<file path="config.mk">
export PLATFORM = sky130hd
export DESIGN_NAME = axi_ni_request_scheduler
export DESIGN_NICKNAME = d
export VERILOG_FILES = /design/src/rtl/axi_ni_request_scheduler.sv
export SDC_FILE = /design/constraint.sdc
export NUM_CORES = 1
export LEC_CHECK = 0
export CAP_MARGIN = 40
export CORE_UTILIZATION = 30
export CTS_CLUSTER_SIZE = 20
export DETAILED_ROUTE_END_ITERATION = 8
export GPL_TIMING_DRIVEN = 0
export PLACE_DENSITY = 0.56
export SLEW_MARGIN = 10
export SYNTH_ARGS = -nofsm -noshare
export SYNTH_HDL_FRONTEND = slang
export SYNTH_SLANG_ARGS = --single-unit
</file>
<file path="constraint.sdc">
create_clock -name clk -period 12.84 [get_ports clk]
set_input_delay 2.568 -clock clk [delete_from_list [all_inputs] [get_ports clk]]
set_output_delay 2.568 -clock clk [all_outputs]
set_load 0.02 [all_outputs]
</file>
<file path="src/rtl/axi_ni_request_scheduler.sv">
// Round-robin (ID, read/write) scheduler for the AXI initiator NI request path.
// Tracks per-ID outstanding reads/writes and keeps each ID on a single destination.
module axi_ni_request_scheduler #(
    parameter int MAX_SUPPORTED_IDS = 16,
    parameter logic [MAX_SUPPORTED_IDS-1:0] ID_MAP = '1,
    parameter int LOG_MAX_OUTS_WR = 4,
    parameter int LOG_MAX_OUTS_RD = 2,
    parameter int DESTWD = 8,
    parameter int IDWD = 4
) (
    input  logic                                clk,
    input  logic                                rst,
    input  logic [MAX_SUPPORTED_IDS-1:0]        aw_rempty,
    input  logic [MAX_SUPPORTED_IDS-1:0]        ar_rempty,
    input  logic [MAX_SUPPORTED_IDS-1:0]        wd_rempty,
    input  logic [MAX_SUPPORTED_IDS*DESTWD-1:0] aw_dest,
    input  logic [MAX_SUPPORTED_IDS*DESTWD-1:0] ar_dest,
    input  logic [MAX_SUPPORTED_IDS-1:0]        decr_wr,
    input  logic [MAX_SUPPORTED_IDS-1:0]        decr_rd,
    output logic                                grant_valid,
    output logic [IDWD-1:0]                     grant_id,
    output logic                                grant_write,
    input  logic                                grant_ready,
    output logic [MAX_SUPPORTED_IDS-1:0]        aw_rinc,
    output logic [MAX_SUPPORTED_IDS-1:0]        ar_rinc,
    output logic [MAX_SUPPORTED_IDS-1:0]        response_awaited,
    output logic                                err_unfl
);

    localparam int N  = MAX_SUPPORTED_IDS;
    localparam int NS = 2 * N;
    localparam int PW = $clog2(NS);
    localparam int LW = LOG_MAX_OUTS_WR;
    localparam int LR = LOG_MAX_OUTS_RD;
    localparam logic [LW:0] WR_MAX = {1'b1, {LW{1'b0}}};
    localparam logic [LR:0] RD_MAX = {1'b1, {LR{1'b0}}};
    localparam logic [LW:0] WR_ONE = 1;
    localparam logic [LR:0] RD_ONE = 1;

    logic [LW:0]       wr_cnt_q  [N];
    logic [LW:0]       wr_cnt_d  [N];
    logic [LR:0]       rd_cnt_q  [N];
    logic [LR:0]       rd_cnt_d  [N];
    logic [DESTWD-1:0] wr_dest_q [N];
    logic [DESTWD-1:0] wr_dest_d [N];
    logic [DESTWD-1:0] rd_dest_q [N];
    logic [DESTWD-1:0] rd_dest_d [N];

    logic [PW-1:0]   ptr_q, ptr_d;
    logic            grant_valid_q;
    logic [IDWD-1:0] grant_id_q;
    logic            grant_write_q;
    logic            err_q, err_d;

    logic [NS-1:0] elig;
    logic [N-1:0]  wr_inc, wr_dec, rd_inc, rd_dec;
    logic          hs;
    logic          win_found;
    logic [PW-1:0] win_slot;
    logic [PW:0]   idx;
    int            gs;

    assign hs = grant_valid_q & grant_ready;

    always_comb begin
        elig = '0;
        for (int i = 0; i < N; i++) begin
            elig[2*i] = ID_MAP[i] && !aw_rempty[i] && !wd_rempty[i]
                && (wr_cnt_q[i] < WR_MAX)
                && ((wr_cnt_q[i] == '0)
                    || (wr_dest_q[i] == aw_dest[i*DESTWD +: DESTWD]));
            elig[2*i+1] = ID_MAP[i] && !ar_rempty[i]
                && (rd_cnt_q[i] < RD_MAX)
                && ((rd_cnt_q[i] == '0)
                    || (rd_dest_q[i] == ar_dest[i*DESTWD +: DESTWD]));
        end
    end

    // First eligible slot at or after ptr, wrapping modulo 2N
    always_comb begin
        win_found = 1'b0;
        win_slot  = '0;
        idx       = '0;
        for (int k = 0; k < NS; k++) begin
            idx = {1'b0, ptr_q} + (PW+1)'(k);
            if (idx >= (PW+1)'(NS)) begin
                idx = idx - (PW+1)'(NS);
            end
            if (!win_found && elig[idx[PW-1:0]]) begin
                win_found = 1'b1;
                win_slot  = idx[PW-1:0];
            end
        end
    end

    always_comb begin
        gs = 2 * int'(grant_id_q) + (grant_write_q ? 1 : 2);
        if (gs >= NS) begin
            gs = gs - NS;
        end
        ptr_d = PW'(gs);
    end

    always_comb begin
        err_d  = err_q;
        wr_inc = '0;
        wr_dec = '0;
        rd_inc = '0;
        rd_dec = '0;
        for (int i = 0; i < N; i++) begin
            wr_inc[i] = hs && grant_write_q && (grant_id_q == IDWD'(i));
            rd_inc[i] = hs && !grant_write_q && (grant_id_q == IDWD'(i));
            wr_dec[i] = decr_wr[i] && ID_MAP[i] && (wr_cnt_q[i] != '0);
            rd_dec[i] = decr_rd[i] && ID_MAP[i] && (rd_cnt_q[i] != '0);
            if ((decr_wr[i] && ID_MAP[i] && (wr_cnt_q[i] == '0))
                || (decr_rd[i] && ID_MAP[i] && (rd_cnt_q[i] == '0))) begin
                err_d = 1'b1;
            end
            wr_cnt_d[i] = wr_cnt_q[i];
            if (wr_inc[i] && !wr_dec[i]) begin
                wr_cnt_d[i] = wr_cnt_q[i] + WR_ONE;
            end else if (!wr_inc[i] && wr_dec[i]) begin
                wr_cnt_d[i] = wr_cnt_q[i] - WR_ONE;
            end
            rd_cnt_d[i] = rd_cnt_q[i];
            if (rd_inc[i] && !rd_dec[i]) begin
                rd_cnt_d[i] = rd_cnt_q[i] + RD_ONE;
            end else if (!rd_inc[i] && rd_dec[i]) begin
                rd_cnt_d[i] = rd_cnt_q[i] - RD_ONE;
            end
            wr_dest_d[i] = wr_inc[i] ? aw_dest[i*DESTWD +: DESTWD]
                                     : wr_dest_q[i];
            rd_dest_d[i] = rd_inc[i] ? ar_dest[i*DESTWD +: DESTWD]
                                     : rd_dest_q[i];
        end
    end

    always_ff @(posedge clk) begin
        if (!rst) begin
            grant_valid_q <= 1'b0;
            grant_id_q    <= '0;
            grant_write_q <= 1'b0;
            ptr_q         <= '0;
            err_q         <= 1'b0;
            for (int i = 0; i < N; i++) begin
                wr_cnt_q[i]  <= '0;
                rd_cnt_q[i]  <= '0;
                wr_dest_q[i] <= '0;
                rd_dest_q[i] <= '0;
            end
        end else begin
            err_q <= err_d;
            for (int i = 0; i < N; i++) begin
                wr_cnt_q[i]  <= wr_cnt_d[i];
                rd_cnt_q[i]  <= rd_cnt_d[i];
                wr_dest_q[i] <= wr_dest_d[i];
                rd_dest_q[i] <= rd_dest_d[i];
            end
            // Drop for a cycle after each handshake so state settles
            if (hs) begin
                grant_valid_q <= 1'b0;
                ptr_q         <= ptr_d;
            end else if (!grant_valid_q && win_found) begin
                grant_valid_q <= 1'b1;
                grant_id_q    <= IDWD'(win_slot >> 1);
                grant_write_q <= ~win_slot[0];
            end
        end
    end

    always_comb begin
        response_awaited = '0;
        for (int i = 0; i < N; i++) begin
            response_awaited[i] = (wr_cnt_q[i] != '0) || (rd_cnt_q[i] != '0);
        end
    end

    assign aw_rinc = (hs && grant_write_q)
                   ? (N'(1) << grant_id_q) : '0;
    assign ar_rinc = (hs && !grant_write_q)
                   ? (N'(1) << grant_id_q) : '0;

    assign grant_valid = grant_valid_q;
    assign grant_id    = grant_id_q;
    assign grant_write = grant_write_q;
    assign err_unfl    = err_q;

endmodule

</file>
[After elaboration in Yosys (flattened, before gate mapping)]
Memories as Yosys holds them, arrays and structs flattened.
Index checks and enable logic that the tools add are counted.
Widths: inputs -> output; s select.
Storage, ports and cells
  bits in registers: 12
  memory bits (writable): 384
  output and inout port bits: 55
  word-level logic and storage cells: 1244
  memories kept: 4
Memories
  rd_dest_q: depth 16, width 8, rd ports 16, clocked after Yosys merged registers in 0, wr ports 16, line 46  | logic [DESTWD-1:0] rd_dest_q [N];
  wr_dest_q: depth 16, width 8, rd ports 16, clocked after Yosys merged registers in 0, wr ports 16, line 44  | logic [DESTWD-1:0] wr_dest_q [N];
  wr_cnt_q: depth 16, width 5, rd ports 16, clocked after Yosys merged registers in 0, wr ports 16, line 40  | logic [LW:0] wr_cnt_q [N];
  rd_cnt_q: depth 16, width 3, rd ports 16, clocked after Yosys merged registers in 0, wr ports 16, line 42  | logic [LR:0] rd_cnt_q [N];
Cells by class
  add/subtract/negate cells: 129
  magnitude comparators: 97
  eq/ne operators: 47
  shift operators: 1
  multiplexer cells: 342
  bitwise logic cells: 68
  reductions and logical operators: 551
Operators with widths (count)
  $mux 5: 113
  $mux 8: 64
  $logic_and 1x1->1: 274
  $eq 8x8->1: 32
  $sub 5x1->5 const B: 49
  $ge 6x6->1 const B: 32
  $lt 5x6->1 const B: 32
  $bmux 1 s5: 32
  $logic_not 1->1: 145
  $mux 3: 48
  $add 5x5->6 const B: 16
  $mux 1: 82
  $add 5x1->5 const B: 16
  $logic_not 5->1: 16
  $lt 5x5->1 const B: 16
  $reduce_bool 5->1: 16
  $logic_or 1x1->1: 64
  $or 1x1->1: 64
  $add 3x1->3 const B: 16
  $add 5x4->6 const B: 8
  $logic_not 3->1: 16
  $lt 3x3->1 const B: 16
  $reduce_bool 3->1: 16
  $sub 3x1->3 const B: 16
  18 further kinds: 36

[Logic depth before layout (Yosys ltp)]
  word-level depth: 102
  gate-level depth with buffers: 22

[Worst setup path before layout]
OpenSTA, ideal clock, no wires.
  path kind: in2reg
  from: in ar_dest[124]
  to: reg grant_write_q, in the netlist grant_write
  setup time: 141 ps
  arrival: 6207 ps
  required time: 12699 ps
  path slack: 6492 ps
  cell stages on the path: 17
  buffers on the path: 2
  cells stage by stage: xor2_1 > nor4_1 > a21oi_2 > nor2_1 > mux4_2 > mux4_2 > a211oi_4 > and4_1 > buf_4 > and4_4 > nand4_4 > or3_1 > clkbuf_1 > nor3b_1 > nor4bb_1 > a41oi_1 > a21oi_1
Between the ends
  word-level cells in the longest chain between the ends: 101
  elaborated cells on any way between the ends: 196
RTL lines
  start: declaration: line 17  | input logic [MAX_SUPPORTED_IDS*DESTWD-1:0] ar_dest,
  $eq 8x8->1 (*): line 75  | || (rd_dest_q[i] == ar_dest[i*DESTWD +: DESTWD]));
  $logic_or 1x1->1 (*): line 75
  $logic_and 1x1->1 (*): line 74  | && ((rd_cnt_q[i] == '0)
  $bmux 1 s5: line 89  | if (!win_found && elig[idx[PW-1:0]]) begin
  $mux 1 (implied by the code): line 89
  $mux 1: line 89
  $logic_not 1->1: line 89
  $logic_and 1x1->1: line 89
  [85 not listed]
  $logic_not 1->1: line 89
  $logic_and 1x1->1: line 89
  $mux 1: line 89
  $logic_not 1->1: line 89
  $logic_and 1x1->1: line 89
  $mux 1: line 89
  $logic_and 1x1->1: line 163  | end else if (!grant_valid_q && win_found) begin
  $reduce_and 2->1 (no line)
  end signal: assignment: line 166  | grant_write_q <= ~win_slot[0];
  end: declaration: line 52  | logic grant_write_q;
Every way passes the cells marked *; elsewhere a longest branch is shown, timed or not. The select of a mux whose other input is x is not followed.
A chain may end at the register's enable or synchronous reset.

[Worst setup path in the final report]
  from: in grant_ready
  to: out aw_rinc[4]
Between the ends
  word-level cells in the longest chain between the ends: 3
RTL lines
  start: declaration: line 23  | input logic grant_ready,
  $and 1x1->1: line 63  | assign hs = grant_valid_q & grant_ready;
  $logic_and 1x1->1: line 178  | assign aw_rinc = (hs && grant_write_q)
  $mux 16: line 179  | ? (N'(1) << grant_id_q) : '0;
  end: declaration: line 24  | output logic [MAX_SUPPORTED_IDS-1:0] aw_rinc,
No other way between the ends.

==> impl_metrics.yaml <==
power_and_ir_drop:
  power_frac_clock_pct: 18.5
  p_comb_share_pct: 60.8
  power_density_nw_per_um2: 214
  internal_power_uw: 4090
  leakagePower_uw: 0.0132
  swShare_pct: 48.2
  p_sw_uw: 3800
  p_seq_share_pct: 20.7
  vdd_drop_max_v: 0.0000917
placed_design:
  dp_hpwl_mm: 104
  routabilityCongestion: 1.11
  place_area_um2: 35100
  port-buffer-count: 392
sta:
  finalSetupTns_ps: 0
  fmax_mhz: 119
  setup_viol: 0
  fin_crit_ps: 8420
  maxSlewViolCount: 0
  finalHoldViolations: 0
  finalCritPeriodShare_pct: 65.6
  slew-limit-headroom_pct: 30.6
  rsz0062_at_grt: "no"
  worst_pin_slew_ps: 1040
  clock_skew_ps: 45.5
routing:
  vias: 28023
  post_drt_wl_per_cell_um: 24.7
  first_pass_iters: 8
  drc: 0
  vias_per_cell: 5.40
  ant_nets: 0
  drt-initial-drc-count: 2628
  wirelength_mm: 128
finish:
  layout_common_cells: "396 x dfxtp_1, 392 x clkdlybuf4s50_1, 381 x nand2_1"
  fin_area_um2: 36800
  nets: 4341
  area_growth_syn_to_layout_pct: 27.3
  mostFrequentLayoutCell: "dfxtp_1"
  drive_gt1_share_pct: 7.59
  fin_util_pct: 38.7
  fillCellCount: 9617
synth:
  synth.ff_latch_count: 396
  syn_area_um2: 28900
  yosysTopAreaCell: "dfxtp_1"
  synth_ff_type: "dfxtp_1"
  synth_edf_count: 0
  ys_types: 102
  yosys_warnings: 0
  syn_nets: 3825
  yosysSeqAreaShare_pct: 27.4
  synthCells: 3360
  ys_async_sr_fraction_pct: 0
  synth_top_area_share_pct: 27.4
  synth.area.top_cells: "dfxtp_1 27%, mux2i_1 8.7%, xnor2_1 7.1%"
  post_synth.cell_area_avg_um2: 8.60
clock_network:
  clk_pin_slew_ps: 60
  cts_made_buffers: 48
  h-tree-depth: 2
  cts-root-buf: "clkbuf_16"
  tritoncts: "built"
  clk_latency_ps: 620
  postCtsSetupRepairBufs: 0
  ctsHoldBuffers: 0
  cts.sinks: 396
  clockBufferDepth: 3
  cts_resized: 0
worst_setup_path:
  worstPathRequired_ps: 10270
  crit_arrival_ps: 5850
  start_kind: "primary input"
  r2r-end: "grant_write$_SDFFE_PN0P_"
  r2r_cells: 23
  r2r_start: "ptr_q[1]$_SDFFE_PN0P_"
  path_max_fanout: 10
  end_kind: "output pin"
  crit_path_start: "grant_ready"
  crit_type: "in2out"
  reg2reg_slack_ps: 4580
  crit_path_end: "aw_rinc[4]"
die:
  core_um2: 95200
  initial_core_util_pct: 30.4
  fp.dieH_um: 312
  row_count: 113
  die_x_um: 312
  dieArea_um2: 97600
  ios: 394
global_routing:
  grt_usage_pct: 25.4
  antenna_found_initial: 30
  first_global_vias: 26613
  grt-ovfl-total: 0
  grt_max_degree: 14
  grt_pass1_wl_mm: 184
job:
  cap_violations: 0
run_status:
  outcome: "complete, no violations"
min_path:
  hold_start: "wr_dest_q[0][33]$_SDFFE_PN0P_"
  hold_path.class: "reg2reg"
power by group through the flow:
stage          Clock, µW  Combinational (µW)  Sequential (µW)
6_report            1460                4790             1630
5_1_grt             1540                5050             1660
4_1_cts             1500                4660             1630
3_5_place_dp           0                4630             1650
3_3_place_gp           0                4540             1650
2_1_floorplan          0                2880             1590
synthesized netlist by cell type, types with 8 or more instances:
library cell / count
a211o_1: 16
a211oi_1: 23
a21boi_0: 116
a21o_1: 37
a21oi_1: 97
a221oi_1: 19
a22o_1: 10
a22oi_1: 9
a32oi_1: 10
and2_1: 81
and3_1: 11
buf_1: 15
buf_2: 21
clkbuf_1: 105
clkinv_1: 11
dfxtp_1: 396
fa_1: 32
ha_1: 94
inv_1: 66
mux2_2: 17
mux2i_1: 251
mux4_2: 42
nand2_1: 381
nand2b_1: 20
nand3_1: 43
nand4_1: 43
nor2_1: 175
nor2b_1: 218
nor3_1: 98
nor4_1: 39
o2111ai_1: 14
o211ai_1: 26
o21a_1: 11
o21ai_0: 116
o221ai_1: 12
o22a_1: 9
o22ai_1: 31
o31ai_1: 8
o32ai_1: 16
or2_2: 10
or3_1: 64
or4_1: 13
xnor2_1: 234
xor2_1: 159
sequential cells by signal (all words and copies together), names as in the netlist:
register     count
rd_dest_q      128
err_unfl         1
ptr_q            5
grant_valid      1
rd_cnt_q        48
wr_dest_q      128
wr_cnt_q        80
grant_id         4
grant_write      1
worst max-delay path: stages:
cell	delay, ps
clkdlybuf4s50_1	490
nand2_1	170
nor2_1	710
nand3_1	880
inv_1	360
clkdlybuf4s50_1	660
worst min-delay path by stage:
stage,endpoint,cells after the start
final,wr_dest_q[0][33]$_SDFFE_PN0P_,2
after global routing,wr_dest_q[0][67]$_SDFFE_PN0P_,2
after CTS,wr_dest_q[0][33]$_SDFFE_PN0P_,2
after detailed placement,wr_dest_q[0][33]$_SDFFE_PN0P_,2
after global placement,wr_dest_q[0][15]$_SDFFE_PN0P_,2
after floorplan,wr_dest_q[0][0]$_SDFFE_PN0P_,2
metal layers:
metal	track usage, %	part of all wire [%]	vias to the layer above	wire [µm]
met5	0	0.19	-	245
met4	10.4	4.7	40	5990
met2	39.1	43	1287	54800
li1	-	-	13088	-
met3	7.72	10	296	12900
met1	33.0	42	13312	54100
through the flow:
| step | std cells | total power (µW) | worst slack (ps) | hold WS [ps] |
|---|---|---|---|---|
| 4_1_cts | 5177 | 7780 | 4610 | 476 |
| 2_1_floorplan | 3360 | 4470 | 6490 | 455 |
| 5_1_grt | 5184 | 8260 | 4420 | 492 |
| 3_5_place_dp | 5088 | 6280 | 4620 | 467 |
| 3_3_place_gp | 5017 | 6190 | 4190 | 462 |
| 6_report | 5187 | 7890 | 4420 | 473 |
cell families after synthesis:
logic type | count (synthesis) | share of synthesized area [%]
muxes | 310 | 12.6
adders and majority gates | 126 | 6.29
DFF | 396 | 27.4
AOI/OAI and AO/OA | 675 | 16.6
and+or+nand+nor | 1234 | 21.9
buffers and inverters | 225 | 3.13
xor gates and xnor gates | 394 | 12.0
final cells by class:
type                    count  area, µm²  area share, %
repair buffers            466       4570           12.4
multi-input cells        2739      20100           54.6
plain buffers             147        613           1.67
flip-flops and latches    396       7930           21.5
diodes                      7       17.5         0.0476
clock buffers              69       1440           3.92
clock inverters            20        255          0.694
inverters                  78        293          0.796
well taps                1265       1580           4.30
No activity file was read; power rests on OpenSTA's default activity.
